[config.mk]
export PLATFORM = sky130hd
export DESIGN_NAME = i2c_master_arbiter_flat
export DESIGN_NICKNAME = d
export VERILOG_FILES = /design/src/rtl/i2c_master_arbiter_if.sv /design/src/rtl/i2c_master_arbiter.sv /design/src/flat_wrapper.sv
export SDC_FILE = /design/constraint.sdc
export NUM_CORES = 1
export LEC_CHECK = 0
export BUFFER_PORTS_ARGS = -buffer_cell sky130_fd_sc_hd__clkbuf_2
export CAP_MARGIN = 0
export CORE_MARGIN = 2
export CORE_UTILIZATION = 50
export CTS_BUF_LIST = sky130_fd_sc_hd__clkbuf_2
export DETAILED_ROUTE_END_ITERATION = 8
export GPL_ROUTABILITY_DRIVEN = 1
export PLACE_DENSITY_LB_ADDON = 0.1
export SLEW_MARGIN = 15
export SYNTH_ARGS = -nofsm -noshare
export SYNTH_HDL_FRONTEND = slang
export SYNTH_SLANG_ARGS = --single-unit
[constraint.sdc]
create_clock -name i_clk -period 3.3 [get_ports i_clk]
set_input_delay 0.33 -clock i_clk [delete_from_list [all_inputs] [get_ports i_clk]]
set_output_delay 0.33 -clock i_clk [all_outputs]
set_load 0.005 [all_outputs]
[src/rtl/i2c_master_arbiter_if.sv]
// Purpose: bundles the client request/response signals and the I2C master
//          command/status signals used by i2c_master_arbiter.
// Modports:
//   master - arbiter view: samples requests and master status, drives grants,
//            completions and master commands.
//   slave  - environment view: the requesters plus the I2C master datapath.
// Signals:
//   req/req_addr/req_rw/req_wdata  per-requester request level and payload
//   gnt/done/err                   one-hot grant, completion pulse, error flag
//   rdata                          read byte returned with done
//   m_start/m_addr/m_rw/m_wdata    command to the I2C master
//   m_busy/m_done/m_rdata/m_error  status from the I2C master
interface i2c_master_arbiter_if #(
  parameter int unsigned NUM_REQ = 4
);
  logic [NUM_REQ-1:0]   req;
  logic [7*NUM_REQ-1:0] req_addr;
  logic [NUM_REQ-1:0]   req_rw;
  logic [8*NUM_REQ-1:0] req_wdata;
  logic [NUM_REQ-1:0]   gnt;
  logic [NUM_REQ-1:0]   done;
  logic [NUM_REQ-1:0]   err;
  logic [7:0]           rdata;
  logic                 m_start;
  logic [6:0]           m_addr;
  logic                 m_rw;
  logic [7:0]           m_wdata;
  logic                 m_busy;
  logic                 m_done;
  logic [7:0]           m_rdata;
  logic                 m_error;

  modport master (
    input  req, req_addr, req_rw, req_wdata,
    input  m_busy, m_done, m_rdata, m_error,
    output gnt, done, err, rdata,
    output m_start, m_addr, m_rw, m_wdata
  );

  modport slave (
    output req, req_addr, req_rw, req_wdata,
    output m_busy, m_done, m_rdata, m_error,
    input  gnt, done, err, rdata,
    input  m_start, m_addr, m_rw, m_wdata
  );
endinterface

[src/rtl/i2c_master_arbiter.sv]
// Purpose: shares one I2C master between NUM_REQ requesters, one single-byte
//          transaction at a time, with round-robin arbitration and a WAIT
//          timeout. Results go back to the granted requester only.
// Ports:
//   i_clk           system clock
//   i_rst           synchronous reset, active-high
//   io_arb          request/response and master command/status bundle
//   o_timeout_flag  sticky timeout indicator, cleared only by reset
// NUM_REQ must match the NUM_REQ of the connected interface instance.
module i2c_master_arbiter #(
  parameter int unsigned NUM_REQ = 4,
  parameter int unsigned TIMEOUT = 4096,
  parameter int unsigned CNT_W   = 13
) (
  input  logic                 i_clk,
  input  logic                 i_rst,
  i2c_master_arbiter_if.master io_arb,
  output logic                 o_timeout_flag
);

  localparam int unsigned IDX_W = (NUM_REQ > 1) ? $clog2(NUM_REQ) : 1;
  localparam logic [CNT_W-1:0]  CNT_LAST = CNT_W'(TIMEOUT - 1);
  localparam logic [IDX_W-1:0]  PTR_RST  = IDX_W'(NUM_REQ - 1);

  typedef enum logic [2:0] {
    S_IDLE,
    S_GRANT,
    S_ISSUE,
    S_WAIT,
    S_COMPLETE
  } state_t;

  state_t               r_state;
  logic [IDX_W-1:0]     r_ptr;
  logic [IDX_W-1:0]     r_win;
  logic [CNT_W-1:0]     r_cnt;
  logic [NUM_REQ-1:0]   r_gnt;
  logic [NUM_REQ-1:0]   r_done;
  logic [NUM_REQ-1:0]   r_err;
  logic [7:0]           r_rdata;
  logic                 r_m_start;
  logic [6:0]           r_m_addr;
  logic                 r_m_rw;
  logic [7:0]           r_m_wdata;
  logic                 r_tflag;

  logic                 w_any;
  logic [IDX_W-1:0]     w_win;
  logic [NUM_REQ-1:0]   w_win_oh;
  int unsigned          w_idx;

  // Round-robin pick: first set request scanning upward from r_ptr+1, wrapping.
  always_comb begin
    w_any    = 1'b0;
    w_win    = '0;
    w_win_oh = '0;
    w_idx    = 0;
    for (int unsigned i = 1; i <= NUM_REQ; i++) begin
      w_idx = 32'(r_ptr) + i;
      if (w_idx >= NUM_REQ) begin
        w_idx = w_idx - NUM_REQ;
      end
      if (!w_any && io_arb.req[w_idx[IDX_W-1:0]]) begin
        w_any = 1'b1;
        w_win = w_idx[IDX_W-1:0];
      end
    end
    w_win_oh[w_win] = w_any;
  end

  // Grant and payload latch are loaded on the IDLE->GRANT edge so that the
  // registered gnt/m_* outputs are already valid during the GRANT cycle.
  // done/err are likewise loaded on entry to COMPLETE.
  always_ff @(posedge i_clk) begin
    if (i_rst) begin
      r_state   <= S_IDLE;
      r_ptr     <= PTR_RST;
      r_win     <= '0;
      r_cnt     <= '0;
      r_gnt     <= '0;
      r_done    <= '0;
      r_err     <= '0;
      r_rdata   <= '0;
      r_m_start <= 1'b0;
      r_m_addr  <= '0;
      r_m_rw    <= 1'b0;
      r_m_wdata <= '0;
      r_tflag   <= 1'b0;
    end else begin
      r_m_start <= 1'b0;
      r_done    <= '0;
      r_err     <= '0;
      case (r_state)
        S_IDLE: begin
          if (w_any) begin
            r_win     <= w_win;
            r_gnt     <= w_win_oh;
            r_m_addr  <= io_arb.req_addr[7*w_win +: 7];
            r_m_rw    <= io_arb.req_rw[w_win];
            r_m_wdata <= io_arb.req_wdata[8*w_win +: 8];
            r_state   <= S_GRANT;
          end
        end
        S_GRANT: begin
          r_cnt   <= '0;
          r_state <= S_ISSUE;
        end
        S_ISSUE: begin
          if (!io_arb.m_busy) begin
            r_m_start <= 1'b1;
            r_state   <= S_WAIT;
          end
        end
        S_WAIT: begin
          r_cnt <= r_cnt + 1'b1;
          // A completion in the timeout cycle takes precedence over the timeout.
          if (io_arb.m_done) begin
            r_done  <= r_gnt;
            r_err   <= io_arb.m_error ? r_gnt : '0;
            if (r_m_rw) begin
              r_rdata <= io_arb.m_rdata;
            end
            r_state <= S_COMPLETE;
          end else if (r_cnt == CNT_LAST) begin
            r_done  <= r_gnt;
            r_err   <= r_gnt;
            r_tflag <= 1'b1;
            r_state <= S_COMPLETE;
          end
        end
        S_COMPLETE: begin
          r_gnt   <= '0;
          r_ptr   <= r_win;
          r_state <= S_IDLE;
        end
        default: begin
          r_state <= S_IDLE;
        end
      endcase
    end
  end

  assign io_arb.gnt     = r_gnt;
  assign io_arb.done    = r_done;
  assign io_arb.err     = r_err;
  assign io_arb.rdata   = r_rdata;
  assign io_arb.m_start = r_m_start;
  assign io_arb.m_addr  = r_m_addr;
  assign io_arb.m_rw    = r_m_rw;
  assign io_arb.m_wdata = r_m_wdata;
  assign o_timeout_flag = r_tflag;

endmodule

[src/flat_wrapper.sv]
// flat-port wrapper written by rule: the top's interface ports become plain ports
module i2c_master_arbiter_flat 
#(
  parameter int unsigned NUM_REQ = 4,
  parameter int unsigned TIMEOUT = 4096,
  parameter int unsigned CNT_W   = 13
)
  (i_clk, i_rst, o_timeout_flag, io_arb_req, io_arb_req_addr, io_arb_req_rw, io_arb_req_wdata, io_arb_m_busy, io_arb_m_done, io_arb_m_rdata, io_arb_m_error, io_arb_gnt, io_arb_done, io_arb_err, io_arb_rdata, io_arb_m_start, io_arb_m_addr, io_arb_m_rw, io_arb_m_wdata);
  i2c_master_arbiter_if #(.NUM_REQ(NUM_REQ)) io_arb_i ();
  input  logic i_clk;
  input  logic i_rst;
  output logic o_timeout_flag;
  input wire logic [$bits(io_arb_i.req)-1:0] io_arb_req;
  input wire logic [$bits(io_arb_i.req_addr)-1:0] io_arb_req_addr;
  input wire logic [$bits(io_arb_i.req_rw)-1:0] io_arb_req_rw;
  input wire logic [$bits(io_arb_i.req_wdata)-1:0] io_arb_req_wdata;
  input wire logic [$bits(io_arb_i.m_busy)-1:0] io_arb_m_busy;
  input wire logic [$bits(io_arb_i.m_done)-1:0] io_arb_m_done;
  input wire logic [$bits(io_arb_i.m_rdata)-1:0] io_arb_m_rdata;
  input wire logic [$bits(io_arb_i.m_error)-1:0] io_arb_m_error;
  output wire logic [$bits(io_arb_i.gnt)-1:0] io_arb_gnt;
  output wire logic [$bits(io_arb_i.done)-1:0] io_arb_done;
  output wire logic [$bits(io_arb_i.err)-1:0] io_arb_err;
  output wire logic [$bits(io_arb_i.rdata)-1:0] io_arb_rdata;
  output wire logic [$bits(io_arb_i.m_start)-1:0] io_arb_m_start;
  output wire logic [$bits(io_arb_i.m_addr)-1:0] io_arb_m_addr;
  output wire logic [$bits(io_arb_i.m_rw)-1:0] io_arb_m_rw;
  output wire logic [$bits(io_arb_i.m_wdata)-1:0] io_arb_m_wdata;
  assign io_arb_i.req = io_arb_req;
  assign io_arb_i.req_addr = io_arb_req_addr;
  assign io_arb_i.req_rw = io_arb_req_rw;
  assign io_arb_i.req_wdata = io_arb_req_wdata;
  assign io_arb_i.m_busy = io_arb_m_busy;
  assign io_arb_i.m_done = io_arb_m_done;
  assign io_arb_i.m_rdata = io_arb_m_rdata;
  assign io_arb_i.m_error = io_arb_m_error;
  assign io_arb_gnt = io_arb_i.gnt;
  assign io_arb_done = io_arb_i.done;
  assign io_arb_err = io_arb_i.err;
  assign io_arb_rdata = io_arb_i.rdata;
  assign io_arb_m_start = io_arb_i.m_start;
  assign io_arb_m_addr = io_arb_i.m_addr;
  assign io_arb_m_rw = io_arb_i.m_rw;
  assign io_arb_m_wdata = io_arb_i.m_wdata;
  i2c_master_arbiter #(.NUM_REQ(NUM_REQ), .TIMEOUT(TIMEOUT), .CNT_W(CNT_W)) u_core (.i_clk(i_clk), .i_rst(i_rst), .io_arb(io_arb_i), .o_timeout_flag(o_timeout_flag));
endmodule
==> key figures, run 1 <==
Outcome
  – Status: complete, no violations

Routing
  – WL final: 7.945 mm
  – DR WL/cell: 14.80 microns
  – Via count: 3052
  – Vias per cell: 5.683
  – Final ANT Viol Nets: 0
  – Initial drt markers: 171
  – Post-route DRC violation count: 0
  – Initial DRT Pass Iterations: 6

Die
  – Ports: 119
  – Die area: 6721 sq um
  – Die Ht: 81.98 microns
  – Core area: 5886 sq um
  – Core Rows: 28
  – Die W: 81.98 microns
  – Starting Density: 0.5166

Clock tree
  – Clk root buf: clkbuf_2
  – Worst skew pair latency: 0.48 ns
  – PostCTS Resize Cnt: 0
  – H-tree depth: 3
  – Post-CTS Setup Repair Bufs: 0
  – Clock sink count: 58
  – Clock slew at reported path FFs: 0.17 ns
  – Clock Path Buffers: 2
  – CTS Buf Count: 9
  – CTS tree: built

Setup path
  – CP Max Fanout: 14
  – CP Launch Type: flop
  – CP cell instances: nand3b_1 > nor2_2 > mux2i_1 > nor2_1
  – WS Path Type: flop to flop
  – Crit path DAT: 2.57 ns
  – Worst EP required: 3.69 ns
  – Slowest stage delay, CP: 0.69 ns
  – Setup crit end kind: flop
  – Slowest cell on the critical path: dfxtp_1

Global route
  – Initial antenna violation count: 0
  – Largest net degree at the start of global routing: 33
  – GRT Resource Usage Total: 0.2482
  – First-pass GRT wire length: 12.80 mm
  – Total global routing overflow: 0
  – Number of global-route vias before repair: 2746

Timing
  – Fin Clk Skew: 0.02188 ns
  – Final hold slack: 0.07099 ns
  – Final Hold Vio Count: 0
  – Rel. slew slack: 0.4762
  – Post-layout min period: 2.179 ns
  – Slew Limit Fails: 0
  – Period utilisation layout: 0.6603
  – RSZ-0062 raised after global routing: no
  – Slew @ Worst Pin: 0.7858 ns
  – Setup violators final: 0
  – FMAX: 458.9 MHz
  – Final TNS setup: 0 ns

Synthesis
  – Mux cell area share after synthesis: 0.03663
  – Cell taking the most area after synthesis: dfxtp_1
  – Top_reg_cell synth: dfxtp_1
  – Flops & latches, synth: 58
  – Largest family of logic cells by synthesized area: compound AO/OA/AOI/OAI gates
  – Post-synthesis net count: 439
  – Post-synthesis adder-cell area fraction: 0.004115
  – Syn avg cell area: 8.517 sq um
  – Number of synthesized flops with an enable pin: 0
  – Post-synth ARST share: 0
  – Synth Area in XOR/XNOR: 0
  – Yosys top cell area share: 0.3819
  – Simple-gate portion of the synthesized area: 0.2362
  – Synth Cell Area: 3040 sq um
  – Register area share after synthesis: 0.3819
  – Compound-cell area share of the yosys netlist: 0.2613
  – Synthesis warning total: 0
  – Netlist cell types: 57
  – Largest cells by area after synthesis: dfxtp_1, nor2_1, a21oi_1
  – Cells after Synth: 357

Flow run
  – Max_cap viols: 0

Final layout
  – Layout cells sized above 1: 0.3139
  – Syn-to-layout area delta: 19.63%
  – ANT cells: 0
  – Post-Layout Inst Area: 3637 sq um
  – Total Nets Final: 540

Place
  – Post-DP HPWL: 5.567 mm
  – Port Buffer Count: 118
  – GP Congestion: 0.8230
  – Placement Cell Area: 3512 sq um

Power and ir drop
  – LEAKAGE: 1.515 nW
  – Total power: 0.001544 W
  – Power per cell area: 424.4 nW/um^2
  – Maximum VDD drop: 0.0002796 V

Hold path
  – HP Class: input pin to flop
[area by class of cell]
type                            count  area, sq um
Fill cell                         565         2248
Clock buffer                        9        45.04
Tap cell                           75        93.84
Multi-Input combinational cell    262         1637
Inverter                            6        22.52
Timing Repair Buffer              121        619.3
Sequential cell                    58         1161
Clock inverter                      6        58.81
[power breakdown]
| part | internal (W) | leakage [nW] | switching (W) |
|---|---|---|---|
| Sequential | 0.000746 | 0.473 | 0.0000385 |
| Clock | 0.000166 | 0.0628 | 0.000269 |
| Combinational | 0.000146 | 0.979 | 0.000180 |
| Total | 0.00106 | 1.51 | 0.000487 |
[sequential cells by signal (all words and copies together) (netlist names), 2 cells and up]
name / count
u_core.r_cnt: 13
u_core.io_arb.m_wdata: 8
u_core.io_arb.m_addr: 7
u_core.r_state: 3
u_core.io_arb.done: 4
u_core.r_ptr: 2
u_core.r_win: 2
u_core.io_arb.gnt: 4
u_core.io_arb.rdata: 8
u_core.io_arb.err: 4
[cell usage after synthesis (all sizes together) (4+ instances only)]
library cell  instances
nand3                10
and2                 20
a311oi               16
buf                  19
nor3                  4
nand2                17
o21ai                25
a21oi                36
nor3b                 4
mux2i                10
a32oi                16
a31oi                 7
inv                   6
clkbuf               10
nor2                 51
dfxtp                58
[timing repair]
| action | CTS | global route |
|---|---|---|
| setup endpoints to repair | 0 | 0 |
| hold buffers | 0 | 1 |
| hold endpoints to repair | 0 | 1 |
[worst paths after layout]
check                                        from                     end  slack (ns)  cells past startpoint
worst max-delay path            u_core.r_state[1]  u_core.io_arb.rdata[3]        1.12                      4
worst max register to register  u_core.r_state[1]  u_core.io_arb.rdata[3]        1.12                      4
worst min-delay path            io_arb_m_rdata[4]  u_core.io_arb.rdata[4]        0.07                      3
worst min register to register    u_core.r_win[1]         u_core.r_win[1]        0.47                      2
[layout by cell type (no fill, tap or decap), types with 2 or more instances in the layout]
cell      synthesis  layout
clkinv_1          0       2
or4_1             3       3
nand2b_1          2       2
and3_1            3       3
a211o_1           2       2
nand2_1          17      17
nor3_1            4       4
nand4_1           3       3
a21oi_1          36      36
inv_1             5       5
nor4_4            2       2
and2_1           20      20
clkbuf_2          1     127
nor3b_1           4       4
a21o_1            3       3
dfxtp_1          58      58
a32oi_1          16      16
a311oi_1         16      16
o211ai_1          3       3
o21ai_0          24      24
or3b_1            2       2
nor2_1           50      50
nand3_1          10      10
or3_1             2       2
mux2i_1          10      10
a31oi_1           7       7
[critical path: cells and delay by family (launching register included)]
kind / cells / cell delay (ns)
flip-flops: 1 / 0.69
AND/OR/NAND/NOR: 3 / 1.15
multiplexers: 1 / 0.26
[cell families after synthesis]
kind of cell,count (synthesis)
simple gates,133
compound gates,117
flops,58
buf+inv,37
mux,11
fa+ha+maj,1
[metal layers]
metal / vias up / track usage / routed length (microns)
met1: 1397 / 0.3225 / 3618
met5: - / 0 / 0
met4: 0 / 0.07167 / 95
li1: 1514 / - / -
met3: 10 / 0.08242 / 667
met2: 131 / 0.3919 / 3564
[stage by stage]
step / worst slack [ns] / util / cells
finish: 1.121 / 0.6180 / 537
global route: 0.8848 / 0.6180 / 537
CTS: 1.089 / 0.6144 / 535
detailed placement: 1.008 / 0.5967 / 520
global placement: 1.063 / 0.5967 / 520
floorplan: 1.700 / - / 357
No activity file was read; power rests on OpenSTA's default activity.
==> run 2: changes to the inputs <==
Settings changed: ABC_AREA set to 1.
Clock period 3.3 ns to 2.23 ns, I/O delays scaled along.
==> key figures, run 2 <==
Power and ir drop
  – Net Sw Power: 0.001122 W (was 0.0004867 W)
  – Maximum VDD drop: 0.0004164 V (was 0.0002796 V)
  – Gate power share: 0.346 (was 0.211)
  – Switch share: 0.3830 (was 0.3153)
  – Seq pwr share: 0.424 (was 0.508)
  – LEAKAGE: 1.981 nW (was 1.515 nW)
  – Clock power share: 0.230 (was 0.281)
  – Power per cell area: 722.9 nW/um^2 (was 424.4 nW/um^2)
  – P_int: 0.001807 W (was 0.001057 W)

Setup path
  – CP Launch Type: flop (unchanged)
  – Reg2Reg Depth: 14 (was 4)
  – CP cell instances: inv_6 > nand2_1 > nand2_2 > nand2_4 > nand2_4 > nor2_4 > nand3_2 > nand2_4 > nand2_8 > nor2_4 > nand2_1 > nand2_1 > nor2_1 > nor2_1 (was nand3b_1 > nor2_2 > mux2i_1 > nor2_1)
  – Slowest cell on the critical path: dfxtp_1 (unchanged)
  – Setup crit end kind: flop (unchanged)
  – WS Path Type: flop to flop (unchanged)
  – Top delay family on crit path: simple AND/OR/NAND/NOR gates (unchanged)
  – Crit path DAT: 2.47 ns (was 2.57 ns)
  – Crit path buf inv count: 1 (was 0)
  – Slowest stage delay, CP: 0.55 ns (was 0.69 ns)
  – Worst EP required: 2.65 ns (was 3.69 ns)
  – CP Max Fanout: 37 (was 14)
  – Levels on crit path: 14 (was 4)

Timing
  – Fin Clk Skew: 0.02589 ns (was 0.02188 ns)
  – Period utilisation layout: 0.9173 (was 0.6603)
  – Rel. slew slack: 0.5529 (was 0.4762)
  – RSZ-0062 raised after global routing: no (unchanged)
  – Slew @ Worst Pin: 0.6682 ns (was 0.7858 ns)
  – Final Hold Vio Count: 0 (unchanged)
  – Final TNS setup: 0 ns (unchanged)
  – Final worst setup slack: 0.1845 ns (was 1.121 ns)
  – Setup violators final: 0 (unchanged)
  – Slew Limit Fails: 0 (unchanged)
  – Post-layout min period: 2.046 ns (was 2.179 ns)
  – FMAX: 488.9 MHz (was 458.9 MHz)

Flow run
  – Max_cap viols: 0 (unchanged)

Place
  – Post-DP HPWL: 5.915 mm (was 5.567 mm)
  – GP Congestion: 0.8256 (was 0.8230)
  – Port Buffer Count: 118 (unchanged)
  – Placed insts: 663 (was 520)
  – Setup slack at placement: 0.1373 ns (was 1.008 ns)

Synthesis
  – Post-synth ARST share: 0 (unchanged)
  – Synth top cells by count: nand2_1, nand3_1, nor2_1 (was dfxtp_1, nor2_1, a21oi_1)
  – Top_reg_cell synth: dfxtp_1 (unchanged)
  – Synth Cell Area: 3226 sq um (was 3040 sq um)
  – Cells after Synth: 482 (was 357)
  – Most frequent cell after synthesis: nand2_1 (was dfxtp_1)
  – Post-synthesis net count: 564 (was 439)
  – Netlist cell types: 34 (was 57)
  – Cell taking the most area after synthesis: dfxtp_1 (unchanged)
  – Largest cells by area after synthesis: dfxtp_1, nand2_1, nand3_1 (was dfxtp_1, nor2_1, a21oi_1)
  – Register area share after synthesis: 0.3600 (was 0.3819)
  – Syn avg cell area: 6.692 sq um (was 8.517 sq um)
  – Synthesis warning total: 0 (unchanged)
  – Number of synthesized flops with an enable pin: 0 (unchanged)
  – Yosys top cell area share: 0.3600 (was 0.3819)
  – Flops & latches, synth: 58 (unchanged)

Global route
  – GRT Resource Usage Total: 0.2282 (was 0.2482)
  – First-pass GRT wire length: 13.44 mm (was 12.80 mm)
  – Number of global-route vias before repair: 3112 (was 2746)
  – Total global routing overflow: 0 (unchanged)
  – Largest net degree at the start of global routing: 41 (was 33)
  – Initial antenna violation count: 0 (unchanged)

Clock tree
  – CTS tree: built (unchanged)
  – Clock slew at reported path FFs: 0.19 ns (was 0.17 ns)
  – Clock Path Buffers: 2 (unchanged)
  – Worst skew pair latency: 0.47 ns (was 0.48 ns)
  – Clk root buf: clkbuf_2 (unchanged)
  – Clock sink count: 58 (unchanged)
  – CTS Buf Count: 9 (unchanged)
  – H-tree depth: 3 (unchanged)
  – Post-CTS Setup Repair Bufs: 0 (unchanged)

Outcome
  – Status: complete, no violations (unchanged)

Final layout
  – Top reg by flops: u_core.r_cnt (unchanged)
  – Commonest non-fill, non-tap cell in the layout: nand2_1 (was clkbuf_2)
  – Most frequent cells in the layout: nand2_1, clkbuf_2, nand3_1 (was clkbuf_2, dfxtp_1, nor2_1)
  – Total Nets Final: 689 (was 540)
  – Layout cells sized above 1: 0.2843 (was 0.3139)
  – Max FFs per register: 13 (unchanged)
  – Fin cells: 689 (was 537)
  – ANT cells: 0 (unchanged)
  – Syn-to-layout area delta: 25.64% (was 19.63%)

Routing
  – Final ANT Viol Nets: 0 (unchanged)
  – Post-route DRC violation count: 0 (unchanged)
  – WL final: 8.202 mm (was 7.945 mm)
  – Initial DRT Pass Iterations: 5 (was 6)
  – Initial drt markers: 127 (was 171)
  – DR WL/cell: 11.90 microns (was 14.80 microns)
  – Vias per cell: 5.049 (was 5.683)
  – Via count: 3479 (was 3052)

Die
  – Die area: 7110 sq um (was 6721 sq um)
  – Ports: 119 (unchanged)
  – Core Rows: 29 (was 28)
  – Die W: 84.32 microns (was 81.98 microns)
  – Core area: 6277 sq um (was 5886 sq um)
  – Die Ht: 84.32 microns (was 81.98 microns)
  – Starting Density: 0.5139 (was 0.5166)

Hold path
  – HP Class: input pin to flop (unchanged)
  – Hold path cells: 5 (was 3)
## run 2: changes by cell type in the layout (fill, tap and decap cells not counted), sizes merged, moves of 4 or more
cell,previous run,this run
nor2,51,71
mux2i,10,0
nand2,17,150
a21oi,36,20
buf,2,6
a311oi,16,0
a31oi,7,0
a32oi,16,0
and2,20,0
dlygate4sd3,1,10
inv,6,38
nand3,10,68
## run 2: final cells by class
cell class	count	area, sq um
clock buffers	9	45.04
inverters	38	150.1
well taps	77	96.34
clock inverters	7	70.07
multi-input cells	366	1794
repair buffers	134	735.7
flip-flops and latches	58	1161
fillers	603	2225
## run 2: metrics by stage
stage | power (W) | hold WS, ns | utilization | area (sq um)
final | 0.002930 | 0.04518 | 0.6456 | 4053
after global routing | 0.003148 | 0.01060 | 0.6456 | 4053
after CTS | 0.002940 | 0.003318 | 0.6404 | 4020
after detailed placement | 0.002257 | 0.4135 | 0.6093 | 3825
after global placement | 0.002243 | 0.4089 | 0.6093 | 3825
after floorplan | 0.001993 | 0.3018 | - | 3226
## run 2: final timing paths
kind,from,end,slack (ns)
min,io_arb_req_wdata[24],u_core.io_arb.m_wdata[0],0.05
min reg2reg,u_core.r_win[0],u_core.r_win[0],0.48
max reg2reg,u_core.r_ptr[0],u_core.io_arb.m_addr[3],0.18
max,u_core.r_ptr[0],u_core.io_arb.m_addr[3],0.18
## run 2: timing repair
action / CTS / global route
hold endpoints to repair: 8 / 5
endpoints found under the setup margin: 0 / 24
hold buffers: 8 / 2
gates resized for setup: 0 / 4
## run 2: kinds of logic after synthesis
group	count (synthesis)	share of synthesized area
xor gates and xnor gates	1	0.002716
AOI/OAI and AO/OA	60	0.1063
and+or+nand+nor	304	0.4403
buffers and inverters	58	0.08689
DFF	58	0.3600
adders and majority gates	1	0.003878
## run 2: metal layers
metal  GRT usage  up-vias  wire length, microns
met2      0.3997      100                  4144
met4     0.08358        0                    96
li1            -     1822                     -
met5           0        -                     0
met1      0.2682     1549                  3492
met3     0.05900        8                   468
## run 2: power groups by stage
stage               combinational, W  sequential, W  clock [W]
floorplan                   0.000738        0.00126          0
global placement            0.000987        0.00126          0
detailed placement          0.000997        0.00126          0
CTS                          0.00101        0.00124   0.000688
global route                 0.00115        0.00126   0.000742
finish                       0.00101        0.00124   0.000674
## run 2: worst register-to-register path: stages, from the launching register on
cell     delay, ns
dfxtp_1       0.55
inv_6         0.09
nand2_1       0.09
nand2_2       0.08
nand2_4       0.10
nand2_4       0.07
nor2_4        0.12
nand3_2       0.11
nand2_4       0.10
nand2_8       0.16
nor2_4        0.25
nand2_1       0.10
nand2_1       0.07
nor2_1        0.05
nor2_1        0.08
==> run 3: changes to the inputs <==
Settings changed: ABC_AREA 1 to unset, GPL_TIMING_DRIVEN set to 0.
==> key figures, run 3 (synthesized netlist as in run 1, its figures left out) <==
Global route
  – GRT Resource Usage Total: 0.2772 (was 0.2282)
  – Total global routing overflow: 0 (unchanged)
  – Grt met3 use: 0.05604 (was 0.05900)
  – Number of global-route vias before repair: 3180 (was 3112)
  – Most Crowded Layer GR: met2 (unchanged)
  – First-pass GRT wire length: 14.22 mm (was 13.44 mm)
  – Grt met1 use: 0.3453 (was 0.2682)
  – Initial antenna violation count: 0 (unchanged)
  – Met2 usage: 0.4520 (was 0.3997)
  – Largest net degree at the start of global routing: 11 (was 41)

Setup path
  – Reg2Reg Depth: 5 (was 14)
  – R2R setup slack: 0.23 ns (was 0.18 ns)
  – Worst R2R End: u_core.r_state[0] (was u_core.io_arb.m_addr[3])
  – CP cell instances: ha_1 > nand3_1 > nor4_2 > a21oi_1 > a22o_1 (was inv_6 > nand2_1 > nand2_2 > nand2_4 > nand2_4 > nor2_4 > nand3_2 > nand2_4 > nand2_8 > nor2_4 > nand2_1 > nand2_1 > nor2_1 > nor2_1)
  – Crit path from: u_core.r_cnt[0] (was u_core.r_ptr[0])
  – Top delay family on crit path: simple AND/OR/NAND/NOR gates (unchanged)
  – Worst EP required: 2.63 ns (was 2.65 ns)
  – Crit path buf inv count: 0 (was 1)
  – Slowest cell on the critical path: nor4_2 (was dfxtp_1)
  – CP Max Fanout: 7 (was 37)
  – Setup crit end kind: flop (unchanged)
  – WS Path Type: flop to flop (unchanged)
  – CP Launch Type: flop (unchanged)
  – Slowest stage delay, CP: 0.49 ns (was 0.55 ns)
  – FF-to-FF Start: u_core.r_cnt[0] (was u_core.r_ptr[0])
  – Crit path DAT: 2.40 ns (was 2.47 ns)

Timing
  – RSZ-0062 raised after global routing: no (unchanged)
  – Final TNS setup: 0 ns (unchanged)
  – Rel. slew slack: 0.5754 (was 0.5529)
  – Final Hold Vio Count: 0 (unchanged)
  – FMAX: 498.8 MHz (was 488.9 MHz)
  – Period utilisation layout: 0.8989 (was 0.9173)
  – Post-layout min period: 2.005 ns (was 2.046 ns)
  – Final hold slack: 0.02848 ns (was 0.04518 ns)
  – Slew @ Worst Pin: 0.6369 ns (was 0.6682 ns)
  – Setup violators final: 0 (unchanged)
  – Slew Limit Fails: 0 (unchanged)
  – Fin Clk Skew: 0.03057 ns (was 0.02589 ns)

Final layout
  – Syn-to-layout area delta: 33.79% (was 25.64%)
  – Max FFs per register: 13 (unchanged)
  – Most frequent cells in the layout: clkbuf_2, dfxtp_1, nor2_1 (was nand2_1, clkbuf_2, nand3_1)
  – Top reg by flops: u_core.r_cnt (unchanged)
  – ANT cells: 0 (unchanged)
  – Layout cells sized above 1: 0.3230 (was 0.2843)
  – Commonest non-fill, non-tap cell in the layout: clkbuf_2 (was nand2_1)
  – Total Nets Final: 591 (was 689)
  – Final core utilization: 0.6911 (was 0.6456)
  – Post-Layout Inst Area: 4068 sq um (was 4053 sq um)

Clock tree
  – H-tree depth: 3 (unchanged)
  – # hold bufs at CTS: 23 (was 8)
  – PostCTS Resize Cnt: 0 (unchanged)
  – CTS Buf Count: 9 (unchanged)
  – CTS tree: built (unchanged)
  – Post-CTS Setup Repair Bufs: 0 (unchanged)
  – Clk root buf: clkbuf_2 (unchanged)
  – Worst skew pair latency: 0.51 ns (was 0.47 ns)
  – Clock Path Buffers: 2 (unchanged)
  – Clock slew at reported path FFs: 0.18 ns (was 0.19 ns)
  – Clock sink count: 58 (unchanged)

Flow run
  – Max_cap viols: 0 (unchanged)

Hold path
  – Hold path start: io_arb_req_wdata[7] (was io_arb_req_wdata[24])
  – HP Class: input pin to flop (unchanged)
  – Hold path endpoint: u_core.io_arb.m_wdata[7] (was u_core.io_arb.m_wdata[0])
  – Hold path cells: 3 (was 5)

Die
  – Die Ht: 81.98 microns (was 84.32 microns)
  – Core Rows: 28 (was 29)
  – Starting Density: 0.5166 (was 0.5139)
  – Die area: 6721 sq um (was 7110 sq um)
  – Core area: 5886 sq um (was 6277 sq um)
  – Die W: 81.98 microns (was 84.32 microns)
  – Ports: 119 (unchanged)

Power and ir drop
  – LEAKAGE: 1.740 nW (was 1.981 nW)
  – Power per cell area: 588.5 nW/um^2 (was 722.9 nW/um^2)
  – Total power: 0.002394 W (was 0.002930 W)
  – Maximum VDD drop: 0.0003414 V (was 0.0004164 V)

Routing
  – Initial drt markers: 219 (was 127)
  – Vias per cell: 5.681 (was 5.049)
  – DR WL/cell: 15.32 microns (was 11.90 microns)
  – Initial DRT Pass Iterations: 8 (was 5)
  – Final ANT Viol Nets: 0 (unchanged)
  – Post-route DRC violation count: 0 (unchanged)
  – WL final: 9.022 mm (was 8.202 mm)
  – Via count: 3346 (was 3479)

Place
  – Placement Cell Area: 3720 sq um (was 3825 sq um)
  – Post-DP HPWL: 6.398 mm (was 5.915 mm)
  – GP Congestion: 0.9087 (was 0.8256)
  – Port Buffer Count: 117 (was 118)

Outcome
  – Status: complete, no violations (unchanged)
[run 3: worst max-delay path by stage]
stage                   endpoint  slack (ns)  depth (start not counted)
3_5_place_dp   u_core.r_state[0]        0.34                          5
5_1_grt        u_core.r_state[0]         0.1                          5
4_1_cts        u_core.r_state[0]        0.26                          5
3_3_place_gp   u_core.r_state[0]        0.37                          5
2_1_floorplan   u_core.r_cnt[12]        0.63                          5
6_report       u_core.r_state[0]        0.23                          5
[run 3: power breakdown]
| part | total [W] | internal (W) | switching, W |
|---|---|---|---|
| logic | 0.000586 | 0.000272 | 0.000314 |
| registers | 0.00114 | 0.00110 | 0.0000404 |
| clock network | 0.000664 | 0.000256 | 0.000408 |
[run 3: cell type report]
class / count / area, sq um
Tap cell: 75 / 93.84
Sequential cell: 58 / 1161
Multi-Input combinational cell: 262 / 1637
Clock inverter: 6 / 57.56
Inverter: 6 / 22.52
Clock buffer: 10 / 50.05
Fill cell: 508 / 1818
Timing Repair Buffer: 141 / 825.8
Buffer: 31 / 220.2
[run 3: routing by layer]
layer,part of all wire,vias to the layer above
met3,0.072,19
met5,0,-
met2,0.46,159
met1,0.44,1548
met4,0.021,0
li1,-,1620
[run 3: worst reg2reg max path: cells and delay by family, from the launching register on]
kind | cells | cell delay [ns]
compound gates | 2 | 0.59
fa+ha+maj | 1 | 0.22
flops | 1 | 0.43
simple gates | 2 | 0.66
[run 3: through the flow]
stage	worst slack, ns	instances
floorplan	0.6295	357
global placement	0.3684	549
detailed placement	0.3391	549
CTS	0.2626	588
global route	0.09587	589
finish	0.2254	589
